==> config.mk <==
export PLATFORM = sky130hd
export DESIGN_NAME = icache_axi_reader
export DESIGN_NICKNAME = d
export VERILOG_FILES = /design/src/rtl/icache_axi_reader.sv
export SDC_FILE = /design/constraint.sdc
export NUM_CORES = 1
export LEC_CHECK = 0
export ABC_AREA = 1
export BUFFER_PORTS_ARGS = -buffer_cell sky130_fd_sc_hd__buf_2
export CORE_UTILIZATION = 40
export CTS_CLUSTER_DIAMETER = 80
export DETAILED_ROUTE_END_ITERATION = 12
export PLACE_DENSITY = 0.82
export SETUP_SLACK_MARGIN = 0.02
export SYNTH_ARGS = -nofsm -noshare
export SYNTH_HDL_FRONTEND = slang
export SYNTH_SLANG_ARGS = --single-unit
==> constraint.sdc <==
create_clock -name clk -period 1.9 [get_ports clk]
set_input_delay 0 -clock clk [delete_from_list [all_inputs] [get_ports clk]]
set_output_delay 0 -clock clk [all_outputs]
set_load 0.1 [all_outputs]
==> src/rtl/icache_axi_reader.sv <==
// Instruction-cache refill reader: turns a held refill request into one single-beat AXI3 read
// and returns the word with a one-cycle dok pulse, suppressed if the request went stale.
module icache_axi_reader #(
  parameter logic [3:0] AXI_ID  = 4'd0,
  parameter logic [3:0] ARCACHE = 4'd0
) (
  input  logic        clk,
  input  logic        resetn,
  // instr_cache side
  input  logic        inst_cache_req,
  input  logic [31:0] inst_cache_addr,
  output logic [31:0] inst_cache_rdata,
  output logic        inst_cache_dok,
  output logic        inst_cache_err,
  // AXI3 read address channel
  output logic [3:0]  arid,
  output logic [31:0] araddr,
  output logic [3:0]  arlen,
  output logic [2:0]  arsize,
  output logic [1:0]  arburst,
  output logic [1:0]  arlock,
  output logic [3:0]  arcache,
  output logic [2:0]  arprot,
  output logic        arvalid,
  input  logic        arready,
  // AXI3 read data channel
  input  logic [3:0]  rid,
  input  logic [31:0] rdata,
  input  logic [1:0]  rresp,
  input  logic        rlast,
  input  logic        rvalid,
  output logic        rready
);

  typedef enum logic [1:0] {StIdle, StAr, StR} state_e;

  state_e      r_state, w_state_next;
  logic        r_arvalid, w_arvalid_next;
  logic        r_rready, w_rready_next;
  logic [31:0] r_araddr, w_araddr_next;
  logic [31:0] r_rdata, w_rdata_next;
  logic        r_dok, w_dok_next;
  logic        r_err, w_err_next;
  logic        r_stale, w_stale_next;

  logic w_abort;
  logic w_stale_now;
  logic w_beat;
  logic w_unused;

  // A flush or redirect in the current cycle counts immediately, so a beat landing in the
  // same cycle as the change is never reported to the cache.
  assign w_abort     = !inst_cache_req || (inst_cache_addr[31:2] != r_araddr[31:2]);
  assign w_stale_now = r_stale || w_abort;
  assign w_beat      = rvalid && r_rready && (rid == AXI_ID);

  // rlast is not needed: with arlen=0 every accepted beat is the only beat.
  assign w_unused = ^{rlast, inst_cache_addr[1:0]};

  always_comb begin
    w_state_next   = r_state;
    w_arvalid_next = r_arvalid;
    w_rready_next  = r_rready;
    w_araddr_next  = r_araddr;
    w_rdata_next   = r_rdata;
    w_dok_next     = 1'b0;
    w_err_next     = 1'b0;
    w_stale_next   = r_stale;

    case (r_state)
      StIdle: begin
        if (inst_cache_req) begin
          w_araddr_next  = {inst_cache_addr[31:2], 2'b00};
          w_arvalid_next = 1'b1;
          w_stale_next   = 1'b0;
          w_state_next   = StAr;
        end
      end
      StAr: begin
        w_stale_next = w_stale_now;
        if (r_arvalid && arready) begin
          w_arvalid_next = 1'b0;
          w_rready_next  = 1'b1;
          w_state_next   = StR;
        end
      end
      StR: begin
        w_stale_next = w_stale_now;
        if (w_beat) begin
          w_rdata_next  = rdata;
          w_rready_next = 1'b0;
          w_dok_next    = !w_stale_now;
          w_err_next    = !w_stale_now && (rresp != 2'b00);
          w_state_next  = StIdle;
        end
      end
      default: begin
        w_arvalid_next = 1'b0;
        w_rready_next  = 1'b0;
        w_state_next   = StIdle;
      end
    endcase
  end

  always_ff @(posedge clk or negedge resetn) begin
    if (!resetn) begin
      r_state   <= StIdle;
      r_arvalid <= 1'b0;
      r_rready  <= 1'b0;
      r_araddr  <= 32'd0;
      r_rdata   <= 32'd0;
      r_dok     <= 1'b0;
      r_err     <= 1'b0;
      r_stale   <= 1'b0;
    end else begin
      r_state   <= w_state_next;
      r_arvalid <= w_arvalid_next;
      r_rready  <= w_rready_next;
      r_araddr  <= w_araddr_next;
      r_rdata   <= w_rdata_next;
      r_dok     <= w_dok_next;
      r_err     <= w_err_next;
      r_stale   <= w_stale_next;
    end
  end

  assign inst_cache_rdata = r_rdata;
  assign inst_cache_dok   = r_dok;
  assign inst_cache_err   = r_err;

  assign arid    = AXI_ID;
  assign araddr  = r_araddr;
  assign arlen   = 4'd0;
  assign arsize  = 3'd2;
  assign arburst = 2'b01;
  assign arlock  = 2'b00;
  assign arcache = ARCACHE;
  assign arprot  = 3'b000;
  assign arvalid = r_arvalid;
  assign rready  = r_rready;

endmodule

# ---- After elaboration in Yosys (flattened, before gate mapping)
# Index checks and enable logic that the tools add are counted.
# Widths: inputs -> output; s select.
dict set report totals {
  regBits 69
  out_inout_bits 90
  word_cells 51
  input_bits 76
}
dict set report classes {
  bitwise 2
  mux 16
  n_reduce_logical 19
  n_eq_ne 6
}
# cell n
set ops {}
lappend ops {{$ne 30x30->1} 1}
lappend ops {{$mux 1} 9}
lappend ops {{$reduce_and 3->1} 3}
lappend ops {{$mux 2} 3}
lappend ops {{$ne 2x2->1 const B} 3}
lappend ops {{$pmux 1 s3} 2}
lappend ops {{$pmux 2 s3} 1}
lappend ops {{$reduce_and 2->1} 3}
lappend ops {{$logic_and 1x1->1} 4}
lappend ops {{$logic_not 4->1} 1}
lappend ops {{$reduce_bool 2->1} 2}
lappend ops {{$eq 2x1->1 const B} 1}
lappend ops {{$eq 2x2->1 const B} 1}
lappend ops {{$logic_not 1->1} 2}
lappend ops {{$logic_not 2->1} 1}
lappend ops {{$logic_or 1x1->1} 2}
lappend ops {{$not 1->1} 2}
lappend ops {{$pmux 1 s2} 1}
lappend ops {{$reduce_or 2->1} 1}

# ---- Logic depth before layout (Yosys ltp)
# Gate-level depths: netlist of run 1.
dict set report depth {
  ltp_word 7
  depth_mapped 11
  depth_no_buf 11
}

# ---- Least setup slack after synthesis of run 1
# Ideal clock, no wire load.
dict set report synth_timing {
  path_type {reg-to-reg}
  startpoint {reg r_rready (netlist: rready)}
  endpoint {reg r_rdata[10] (netlist: inst_cache_rdata[10])}
  path_buffers 1
  path_slack_ps 120
  setup_ps 120
  synth_period_minus_slack_ps 1780
  arrival_ps 1660
  path_stages_with_launch 7
  required_time_ps 1780
  cell_sequence {dfrtp_1 nand2_1 nor3_2 nand3_2 buf_2 nand2_1 nand2_1}
}
dict set report synth_between {
  elab_chain_len 3
}
# element line
set synth_lines {}
lappend synth_lines {{start, declared} 39} ;# logic r_rready, w_rready_next;
lappend synth_lines {{start signal, assigned} 118} ;# r_rready <= w_rready_next;
lappend synth_lines {{$logic_and 1x1->1 (2 in a row)} 55} ;# assign w_beat = rvalid && r_rready && (rid == AXI_ID);
lappend synth_lines {{$reduce_and 2->1 (no line)} -}
lappend synth_lines {{end signal, assigned} 120} ;# r_rdata <= w_rdata_next;
lappend synth_lines {{end, declared} 41} ;# logic [31:0] r_rdata, w_rdata_next;
# Every way passes these cells.
# A chain may end at the register's enable or synchronous reset.

# ---- Worst setup path in the final report of run 1
dict set report layout_timing {
  startpoint {reg r_state[0]}
  endpoint {reg r_araddr[13] (netlist: araddr[13])}
}
dict set report layout_between {
  elab_chain_len 2
}
# element line
set layout_lines {}
lappend layout_lines {{start, declared} 37} ;# state_e r_state, w_state_next;
lappend layout_lines {{start signal, assigned} 107} ;# r_state <= StIdle;
lappend layout_lines {{start signal, assigned} 116} ;# r_state <= w_state_next;
lappend layout_lines {{$logic_not 2->1} 70} ;# case (r_state)
lappend layout_lines {{$reduce_and 2->1 (no line)} -}
lappend layout_lines {{end signal, assigned} 119} ;# r_araddr <= w_araddr_next;
lappend layout_lines {{end, declared} 40} ;# logic [31:0] r_araddr, w_araddr_next;
# Every way passes these cells.

==> results of run 1 <==
how the worst max path moves through the flow:
stage | to | slack, ps | cells after the start | from
floorplan | inst_cache_rdata[10] | 120 | 6 | rready
global placement | araddr[17] | 440 | 6 | r_state[0]
detailed placement | araddr[13] | 350 | 6 | r_state[0]
CTS | araddr[20] | 340 | 5 | r_state[0]
global route | araddr[13] | 200 | 6 | r_state[1]
finish | araddr[13] | 340 | 6 | r_state[0]
metal layers:
layer,global-route usage (%),wire length (um)
met5,0,0
met4,10.45,244
met3,5.024,480
met2,38.69,4968
met1,22.91,3790
final cells by class:
class                   instances  area [sq um]
flip-flops and latches         69          1727
clock buffers                   9         123.9
repair buffers                208          1394
clock inverters                 7         51.30
multi-input cells             310          1331
inverters                      70         262.8
fillers                       693          3319
well taps                     105         131.4
layout by cell type, fill, tap and decap left out, types with 2 or more instances in the layout:
master / Yosys / final
a21oi_1: 2 / 2
nand2_1: 214 / 214
buf_2: 4 / 137
conb_1: 2 / 24
xnor2_1: 5 / 5
ha_1: 3 / 3
clkinvlp_4: 0 / 2
o21ai_0: 27 / 27
inv_1: 69 / 69
nor2_1: 17 / 17
clkbuf_8: 0 / 9
nand4_1: 2 / 2
nand3_1: 5 / 5
mux2_2: 5 / 5
clkinv_4: 0 / 2
buf_4: 24 / 5
clkinv_2: 0 / 2
dlygate4sd3_1: 0 / 65
dfrtp_1: 69 / 69
per-stage QoR:
step | instances | worst slack [ps] | utilization [%] | power (mW)
floorplan | 484 | 120.4 | - | 6.496
CTS | 778 | 341.8 | 60.20 | 8.531
detailed placement | 697 | 352.0 | 50.30 | 7.328
global route | 778 | 204.1 | 60.20 | 8.977
global placement | 697 | 437.8 | 50.30 | 7.221
finish | 778 | 339.8 | 60.20 | 8.509
sequential cells by signal (all words and copies together), names as in the netlist:
signal and count:
inst_cache_rdata 32, araddr 30, r_state 2, arvalid 1, inst_cache_dok 1, inst_cache_err 1, r_stale 1, rready 1
cells by family (layout without fill, tap and decap cells):
logic type	after synthesis	in the layout	share of synthesized area [%]
AND/OR/NAND/NOR	241	241	26.70
XOR/XNOR	6	6	1.507
adder cells (fa/ha/maj)	3	3	1.077
buffers and inverters	105	294	14.67
other	2	24	0.2154
AO/OA/AOI/OAI	30	30	4.378
flip-flops	69	69	49.52
multiplexers	6	6	1.937
tightest hold or removal path: cells and delay by family:
family,cells,cell delay (ps)
buf+inv,2,190
compound gates,1,80
simple gates,2,100
power by group through the flow:
stage	clock network [mW]	logic, mW	registers [mW]
final	1.08	5.15	2.28
after global routing	1.17	5.46	2.35
after CTS	1.11	5.14	2.28
after detailed placement	0	5.03	2.30
after global placement	0	4.96	2.26
after floorplan	0	1.30	5.20
==> results.md, run 1 <==
- Min-delay src: inst_cache_req
- Antenna diodes: 0
- Final setup viols: 0
- Cell count after synthesis: 462
- Switching share of power: 60.92%
- Cts repair resizes: 0
- Max-cap viol count: 0
- Fmax: 0.6410 GHz
- Worst endpoint required time: 2110 ps
- Clock latency on the worst-skew pair: 340 ps
- Crit path kind: reg2reg
- Clk root buf: clkbuf_8
- CORE AREA: 8341 sq um
- CP Data Arrival Time: 1770 ps
- CTS Buffer Depth: 2
- Mapped cell area: 3487 sq um
- Yosys warns: 0
- Global-route wire length before repair: 14800 um
- Final worst-path cycle share: 82.11%
- TritonCTS Sinks: 69
- Number of synthesized register bits: 69
- Design area: 5021 sq um
- CTS tree: yes
- Number of flops mapped to enable cells by yosys: 0
- Cell count of the worst reg-to-reg path: 6
- Reg-to-reg slack, setup: 340 ps
- Layout cell share with drive strength beyond 1: 24.96%
- Max Slew Vio Count: 0
- Hold Path Class: in2reg
- Vias per cell: 4.505
- Pwr Density: 1695 nW/um^2
- Vias after detailed routing: 3505
- ANT nets after route: 0
- GR Overflow Total: 0
- Drt wl/cell: 12.19 um
- Clock skew: 14.26 ps
- Slowest CP cell: dfrtp_1
- Area growth from synthesis to layout: 43.99%
- TritonRoute pass-1 iters: 5
- Status: completed
- Final Hold Violating Endpoints: 0
- Avg Cell Area, Syn: 7.548 sq um
- Least-Margin Pin Slew: 902.9 ps
- Worst setup EP type: flip-flop
- Register area share after synthesis: 49.52%
- Row Count: 33
- Post-CTS Setup Repair Bufs: 0
- H-tree depth: 3
- HPWL Detailed: 5984 um
- Worst path max stage delay: 400 ps
- Initial core utilization: 41.81%
- Synth cell types: 23
- Pin count of the biggest net entering global routing: 70
- Crit-path max FO: 19
- Most common cell in the netlist: nand2_1
- Antenna violations before repair: 0
- Worst Hold End: r_stale
- Global Route Usage Sum: 21.24%
- CP delay by family, top: flip-flops
- Reg power frac: 26.8%
- Asr flop ratio synth: 100.0%
- Critical Path, Cell by Cell: inv_1, ha_1, nand2_2, buf_4, nand2_1, o21ai_0
- Leakage dissipation: 3.012 nW
- Die width: 95.37 um
- Logic gate share of total power: 60.5%
- IO Count: 166
- Placer Congestion: 0.8050
- DRC errors left: 0
- Hold depth: 5
- Die Span Y: 95.37 um
- Area share of the largest cell type after synthesis: 49.52%
- Worst vdd ir: 1.293 mV
- CP Launch Type: flip-flop
- Net Switching: 5.184 mW
- Critical R2R Capture: araddr[13]
- Hold_buf cts: 65
- Final TNS setup: 0 ps
- CTS Buf Count: 9
- Slew HR: 39.81%
- Die area: 9095 sq um
- Synth cell count leaders: nand2_1, dfrtp_1, inv_1, o21ai_0, buf_4
- Final min period: 1560 ps
- Ys flop type: dfrtp_1
- Synth top area cells: dfrtp_1, nand2_1, inv_1
- Largest area contributor in the netlist: dfrtp_1
- Vias in the first global route: 3391
- RSZ-0062 raised after global routing: no
- Routed WL: 9484 um
- PortBufs: 138
- Buf/Inv on CP: 2
- Initial DRC Count: 110
- Final net count: 747
- RR Startpoint: r_state[0]
- Clock transition at the registers of the reported paths: 70 ps
- Clk pwr share: 12.6%
- Int Pwr: 3.325 mW
- Min Hold Slack: 81.17 ps
- DP Area: 4195 sq um
No activity file was read; power rests on OpenSTA's default activity.
==> run 2, diff against run 1 <==
- ABC_AREA: 1 -> 0
- PLACE_DENSITY: 0.82 -> 0.83
- clock period: 1.9 -> 1.6 ns (I/O delays scaled with it)
==> run 2 against run 1 <==
Net effect: the run now ends with setup timing left; hold slack got worse by 54 ps; via count fell by 26%; sequential share of layout area rose by 1.9 points; largest cell class unchanged; design area barely moved; critical path type unchanged; power rose by 29%; cell count fell by 28%; global-route usage fell by 0.70 points; routed wire length fell by 10%; critical path depth fell by 1; die area fell by 7.3%; sequential power rose by 30%; fmax fell by 8.6%.
==> results.md, run 2 <==
- Mapped cell area: 3227 sq um (-7.5%)
- Max Slew Vio Count: 0 (unchanged)
- Die Span Y: 91.82 um (-3.7%)
- Commonest non-fill, non-tap cell in the layout: buf_2
- Initial DRC Count: 86 (-22%)
- Leakage dissipation: 2.510 nW (-17%)
- Most common cell in the netlist: dfrtp_1
- Avg Cell Area, Syn: 13.56 sq um (+80%)
- Crit-path max FO: 3 (-16)
- CTS Buffer Depth: 2 (unchanged)
- Layout cell share with drive strength beyond 1: 58.30% (+33 points)
- Vias in the first global route: 2750 (-19%)
- Fill cell count: 573 (-17%)
- Ys flop type: dfrtp_1
- Row Count: 32 (-3.0%)
- Placer Congestion: 0.8108 (+0.72%)
- Fmax: 0.5856 GHz (-8.6%)
- CP Launch Type: flip-flop
- TritonRoute pass-1 iters: 4 (-1)
- DRC errors left: 0 (unchanged)
- Pwr Density: 2193 nW/um^2 (+29%)
- Yosys warns: 0 (unchanged)
- Design area: 5017 sq um (about the same)
- CP Data Arrival Time: 1900 ps (+130 ps)
- Area growth from synthesis to layout: 55.49%
- Min Hold Slack: 27.38 ps (-53.79 ps)
- Routed WL: 8500 um (-10%)
- Global Route Usage Sum: 20.54% (-0.70 points)
- Final Hold Violating Endpoints: 0 (unchanged)
- Global-route wire length before repair: 13170 um (-11%)
- Number of flops mapped to enable cells by yosys: 0 (unchanged)
- Multi-input gate area: 1440 sq um (+8.2%)
- CORE AREA: 7767 sq um (-6.9%)
- ANT nets after route: 0 (unchanged)
- Inst Count DP: 477 (-32%)
- Clock transition at the registers of the reported paths: 80 ps (about the same)
- Final Power: 11.00 mW (+29%)
- Synth top area cells: dfrtp_1, mux2_2, xor2_1
- GR Overflow Total: 0 (unchanged)
- Fin worst setup slack: -107.6 ps (-447.4 ps)
- Max-cap viol count: 0 (unchanged)
- CTS Buf Count: 9 (unchanged)
- HPWL Detailed: 5160 um (-14%)
- Asr flop ratio synth: 100.0% (unchanged)
- Initial core utilization: 41.54% (-0.27 points)
- Synth cell types: 25 (+8.7%)
- Pin count of the biggest net entering global routing: 70 (unchanged)
- Worst vdd ir: 2.240 mV (+73%)
- Largest area contributor in the netlist: dfrtp_1
- Max reg flops: 32 (unchanged)
- Die area: 8430 sq um (-7.3%)
- Clk root buf: clkbuf_8
- Synth cell count leaders: dfrtp_1, mux2_2, xor2_1, buf_4, nor4_1
- DP Area: 4085 sq um (-2.6%)
- Slowest CP cell: dfrtp_4
- Antenna violations before repair: 0 (unchanged)
- Slew HR: 65.73% (+26 points)
- Least-Margin Pin Slew: 517.6 ps (-385.3 ps)
- Clock latency on the worst-skew pair: 330 ps (about the same)
- Vias after detailed routing: 2591 (-26%)
- Critical Path, Cell by Cell: xor2_1, nor4_1, nand4_1, o211ai_1, nand3_1
- RSZ-0062 raised after global routing: yes
- TritonCTS Sinks: 69 (unchanged)
- Final worst-path cycle share: 106.7% (+25 points)
- H-tree depth: 3 (unchanged)
- Worst endpoint required time: 1800 ps (-310 ps)
- Drt wl/cell: 15.18 um (+25%)
- Hold Path Class: in2reg
- Number of synthesized register bits: 69 (unchanged)
- Final min period: 1708 ps (+147.4 ps)
- Area share of the largest cell type after synthesis: 53.51% (+4.0 points)
- Antenna diodes: 0 (unchanged)
- Clock skew: 14.34 ps (+0.07540 ps)
- Register area share after synthesis: 53.51% (+4.0 points)
- CTS tree: yes
- Crit path kind: reg2reg
- Worst setup EP type: flip-flop
- Post-route insts no fill: 560 (-28%)
- Cell count after synthesis: 238 (-48%)
- Final net count: 532 (-29%)
- PortBufs: 138 (unchanged)
- IO Count: 166 (unchanged)
- Vias per cell: 4.627 (+2.7%)
- Failing checks: setup timing
- Final setup viols: 3 (+3)
- Worst path max stage delay: 490 ps (+90 ps)
- Status: finished, violations left
- Storage element area: 1819 sq um (+5.4%)
- Commonest non-fill, non-tap cells in the layout: buf_2, dlygate4sd3_1, mux2_2, dfrtp_1, xor2_1
- Die width: 91.82 um (-3.7%)
## run 2: worst max-delay path: cells and delay by family, from the launching register on
family,cells,cell delay (ps)
compound gates,1,270
xor+xnor,1,150
flops,1,490
simple gates,3,660
## run 2: final timing paths
check | cells past startpoint | slack [ps] | startpoint | end
min | 3 | 30 | rvalid | inst_cache_err
min reg2reg | 1 | 500 | inst_cache_rdata[26] | inst_cache_rdata[26]
min in group asynchronous | 3 | 200 | resetn | araddr[8]
max | 5 | -110 | araddr[2] | r_stale
max in group asynchronous | 3 | 1040 | resetn | rready
max reg2reg | 5 | -110 | araddr[2] | r_stale
## run 2: cell type report
class | instances | area share, %
Clock inverter | 2 | 0.1995
Sequential cell | 69 | 36.26
Timing Repair Buffer | 212 | 28.83
Multi-Input combinational cell | 158 | 28.70
Tap cell | 102 | 2.544
Clock buffer | 14 | 3.242
Inverter | 3 | 0.2244
## run 2: cell families after synthesis
| family | synth area share [%] |
|---|---|
| DFF | 53.51 |
| muxes | 22.33 |
| xor gates and xnor gates | 8.143 |
| other | 0.2327 |
| adders and majority gates | 1.163 |
| AOI/OAI and AO/OA | 1.280 |
| and+or+nand+nor | 6.010 |
| buffers and inverters | 7.328 |
## run 2: timing repair
| action | 4_1_cts | 5_1_grt |
|---|---|---|
| pin swaps | 2 | 3 |
| gates resized for setup | 6 | 9 |
| hold buffers | 65 | 0 |
| buffers inserted | 1 | 1 |
| endpoints found under the setup margin | 7 | 24 |
| hold endpoints to repair | 132 | 0 |
## run 2: metrics by stage
step	setup TNS (ps)	setup slack [ps]	util (%)
global placement	-163.1	-95.86	52.59
finish	-224.5	-107.6	64.59
detailed placement	-287.2	-129.7	52.59
floorplan	-42.51	-42.51	-
CTS	-77.86	-53.57	63.71
global route	-408.5	-162.0	64.59
## run 2: power by group
part	internal (mW)	switching [mW]	leakage, nW
logic	1.49	5.27	1.57
clock network	0.645	0.617	0.0905
registers	2.51	0.463	0.854
total	4.65	6.35	2.51
## run 2: routing by layer
layer  share of wire (%)  global-route usage [%]
met3                 4.7                   4.643
met1                  36                   21.76
met2                  55                   36.90
met4                 4.0                   12.76
met5                   0                       0
==> run 3, diff against run 2 <==
- SETUP_SLACK_MARGIN: 0.02 -> unset
==> run 3 against run 2 <==
Net effect: the run ends with hold timing, setup timing left; design area decreased by 0.65%; routed wire length decreased by 2.5%; die area unchanged; combinational power decreased by 2%; first-iteration DRC count decreased by 37%; critical path type unchanged.
==> results.md, run 3 (same netlist as run 2, synthesis figures left out) <==
- CTS tree: yes
- Clock latency on the worst-skew pair: 340 ps (about the same)
- Die area: 8430 sq um (unchanged)
- Wire length on met2: 4681 um (+0.13%)
- Initial core utilization: 41.54% (unchanged)
- Failing checks: hold timing, setup timing
- Vias after detailed routing: 2597 (+0.23%)
- Fmax: 0.6090 GHz (+4.0%)
- Multi-input gate area: 1409 sq um (-2.2%)
- TritonRoute pass-1 iters: 4 (unchanged)
- PortBufs: 138 (unchanged)
- RSZ-0062 raised after global routing: yes
- Final Hold Violating Endpoints: 1 (+1)
- Layout cell share with drive strength beyond 1: 57.49% (-0.81 points)
- DRC errors left: 0 (unchanged)
- Placer Congestion: 0.7558 (-6.8%)
- Vias per cell: 4.671 (+0.95%)
- GR Overflow Total: 0 (unchanged)
- Leakage dissipation: 2.505 nW (-0.20%)
- CTS Buf Count: 9 (unchanged)
- Worst vdd ir: 1.906 mV (-15%)
- CP Data Arrival Time: 1900 ps (about the same)
- Worst setup EP type: flip-flop
- Max reg flops: 32 (unchanged)
- Antenna violations before repair: 0 (unchanged)
- Storage element area: 1819 sq um (unchanged)
- Met1 WL: 2936 um (-4.9%)
- Global-route wire length before repair: 13060 um (-0.84%)
- Clk root buf: clkbuf_8
- CORE AREA: 7767 sq um (unchanged)
- H-tree depth: 3 (unchanged)
- Top Layer Used: met4
- Max Slew Vio Count: 0 (unchanged)
- Pwr Density: 2205 nW/um^2 (+0.58%)
- Design area: 4985 sq um (-0.65%)
- Status: finished, violations left
- Fin worst setup slack: -42.05 ps (+65.53 ps)
- Pin count of the biggest net entering global routing: 70 (unchanged)
- Row Count: 32 (unchanged)
- Final worst-path cycle share: 102.6% (-4.1 points)
- Final TNS setup: -100.8 ps (+123.7 ps)
- Initial DRC Count: 54 (-37%)
- Clock transition at the registers of the reported paths: 80 ps (about the same)
- Met3 wire length: 416 um (+3.7%)
- Fill cell count: 603 (+5.2%)
- Hold Path Class: in2reg
- ANT nets after route: 0 (unchanged)
- CTS Buffer Depth: 2 (unchanged)
- Max-cap viol count: 0 (unchanged)
- Final min period: 1642 ps (-65.53 ps)
- Min Hold Slack: -3.011 ps (-30.39 ps)
- Global Route Usage Sum: 20.23% (-0.32 points)
- Die Span Y: 91.82 um (unchanged)
- DP Area: 4063 sq um (-0.55%)
- Worst endpoint required time: 1860 ps (+60 ps)
- TritonCTS Sinks: 69 (unchanged)
- Drt wl/cell: 14.90 um (-1.8%)
- Commonest non-fill, non-tap cell in the layout: buf_2
- Final setup viols: 3 (unchanged)
- Vias in the first global route: 2844 (+3.4%)
- Clock skew: 16.02 ps (+1.686 ps)
- Die width: 91.82 um (unchanged)
- Final net count: 528 (-0.75%)
- Antenna diodes: 0 (unchanged)
- IO Count: 166 (unchanged)
- Commonest non-fill, non-tap cells in the layout: buf_2, dlygate4sd3_1, mux2_2, dfrtp_1, xor2_1
- Crit path kind: reg2reg
- Routed WL: 8287 um (-2.5%)
- Area growth from synthesis to layout: 54.48%
- Pre-CTS setup slack: -120.2 ps (+9.529 ps)
- CP Launch Type: flip-flop
- HPWL Detailed: 5107 um (-1.0%)
- Crit-path max FO: 3 (unchanged)
run 3: cell count changes in the layout (fill, tap and decap cells not counted), moves of 2 or more:
cell / previous run / this run
xor2_2: 3 / 1
buf_4: 6 / 2
nor4_4: 3 / 1
nor4_2: 3 / 5
xor2_1: 27 / 29
run 3: stage by stage:
stage | power, mW | util, % | std cells
3_5_place_dp | 9.304 | 52.30 | 474
6_report | 10.99 | 64.18 | 556
5_1_grt | 11.41 | 64.18 | 556
2_1_floorplan | 8.285 | - | 260
3_3_place_gp | 9.174 | 52.30 | 474
4_1_cts | 10.89 | 63.48 | 555
run 3: cell type report:
cell class | count | share of cell area (%)
Multi-Input combinational cell | 158 | 28.26
Inverter | 3 | 0.2259
Clock inverter | 4 | 0.9538
Timing Repair Buffer | 208 | 28.59
Tap cell | 102 | 2.560
Sequential cell | 69 | 36.50
Clock buffer | 12 | 2.912
run 3: timing repair:
item / in CTS / in global routing
pin swaps: 0 / 8
setup endpoints to repair: 3 / 37
resized for setup: 4 / 9
hold buffers: 65 / 0
buffers inserted: 0 / 2
endpoints found under the hold margin: 133 / 0
run 3: power by group:
part,leakage (nW),switching (mW),internal [mW]
logic,1.56,5.17,1.46
clock network,0.0964,0.644,0.759
registers,0.854,0.451,2.51
total,2.51,6.27,4.73
run 3: path summary, 6_finish.rpt:
path	from	end	slack [ps]	cells after the start
worst max-delay path	araddr[8]	inst_cache_err	-40	5
min in group asynchronous	resetn	araddr[8]	220	3
worst min register to register	inst_cache_rdata[26]	inst_cache_rdata[26]	490	1
max in group asynchronous	resetn	rready	1050	3
worst min-delay path	rresp[0]	inst_cache_err	-3	3
worst max register to register	araddr[8]	inst_cache_err	-40	5
run 3: routing by layer:
metal,track usage [%],vias up
met2,38.22,111
met5,0,-
li1,-,1194
met1,20.64,1270
met3,4.229,22
met4,11.07,0
run 3: critical path, cell delays in order, from the launching register on:
cell and delay (ps):
dfrtp_4 500, xor2_2 150, nor4_2 350, nand4_1 180, or2_1 280, nor3_2 100
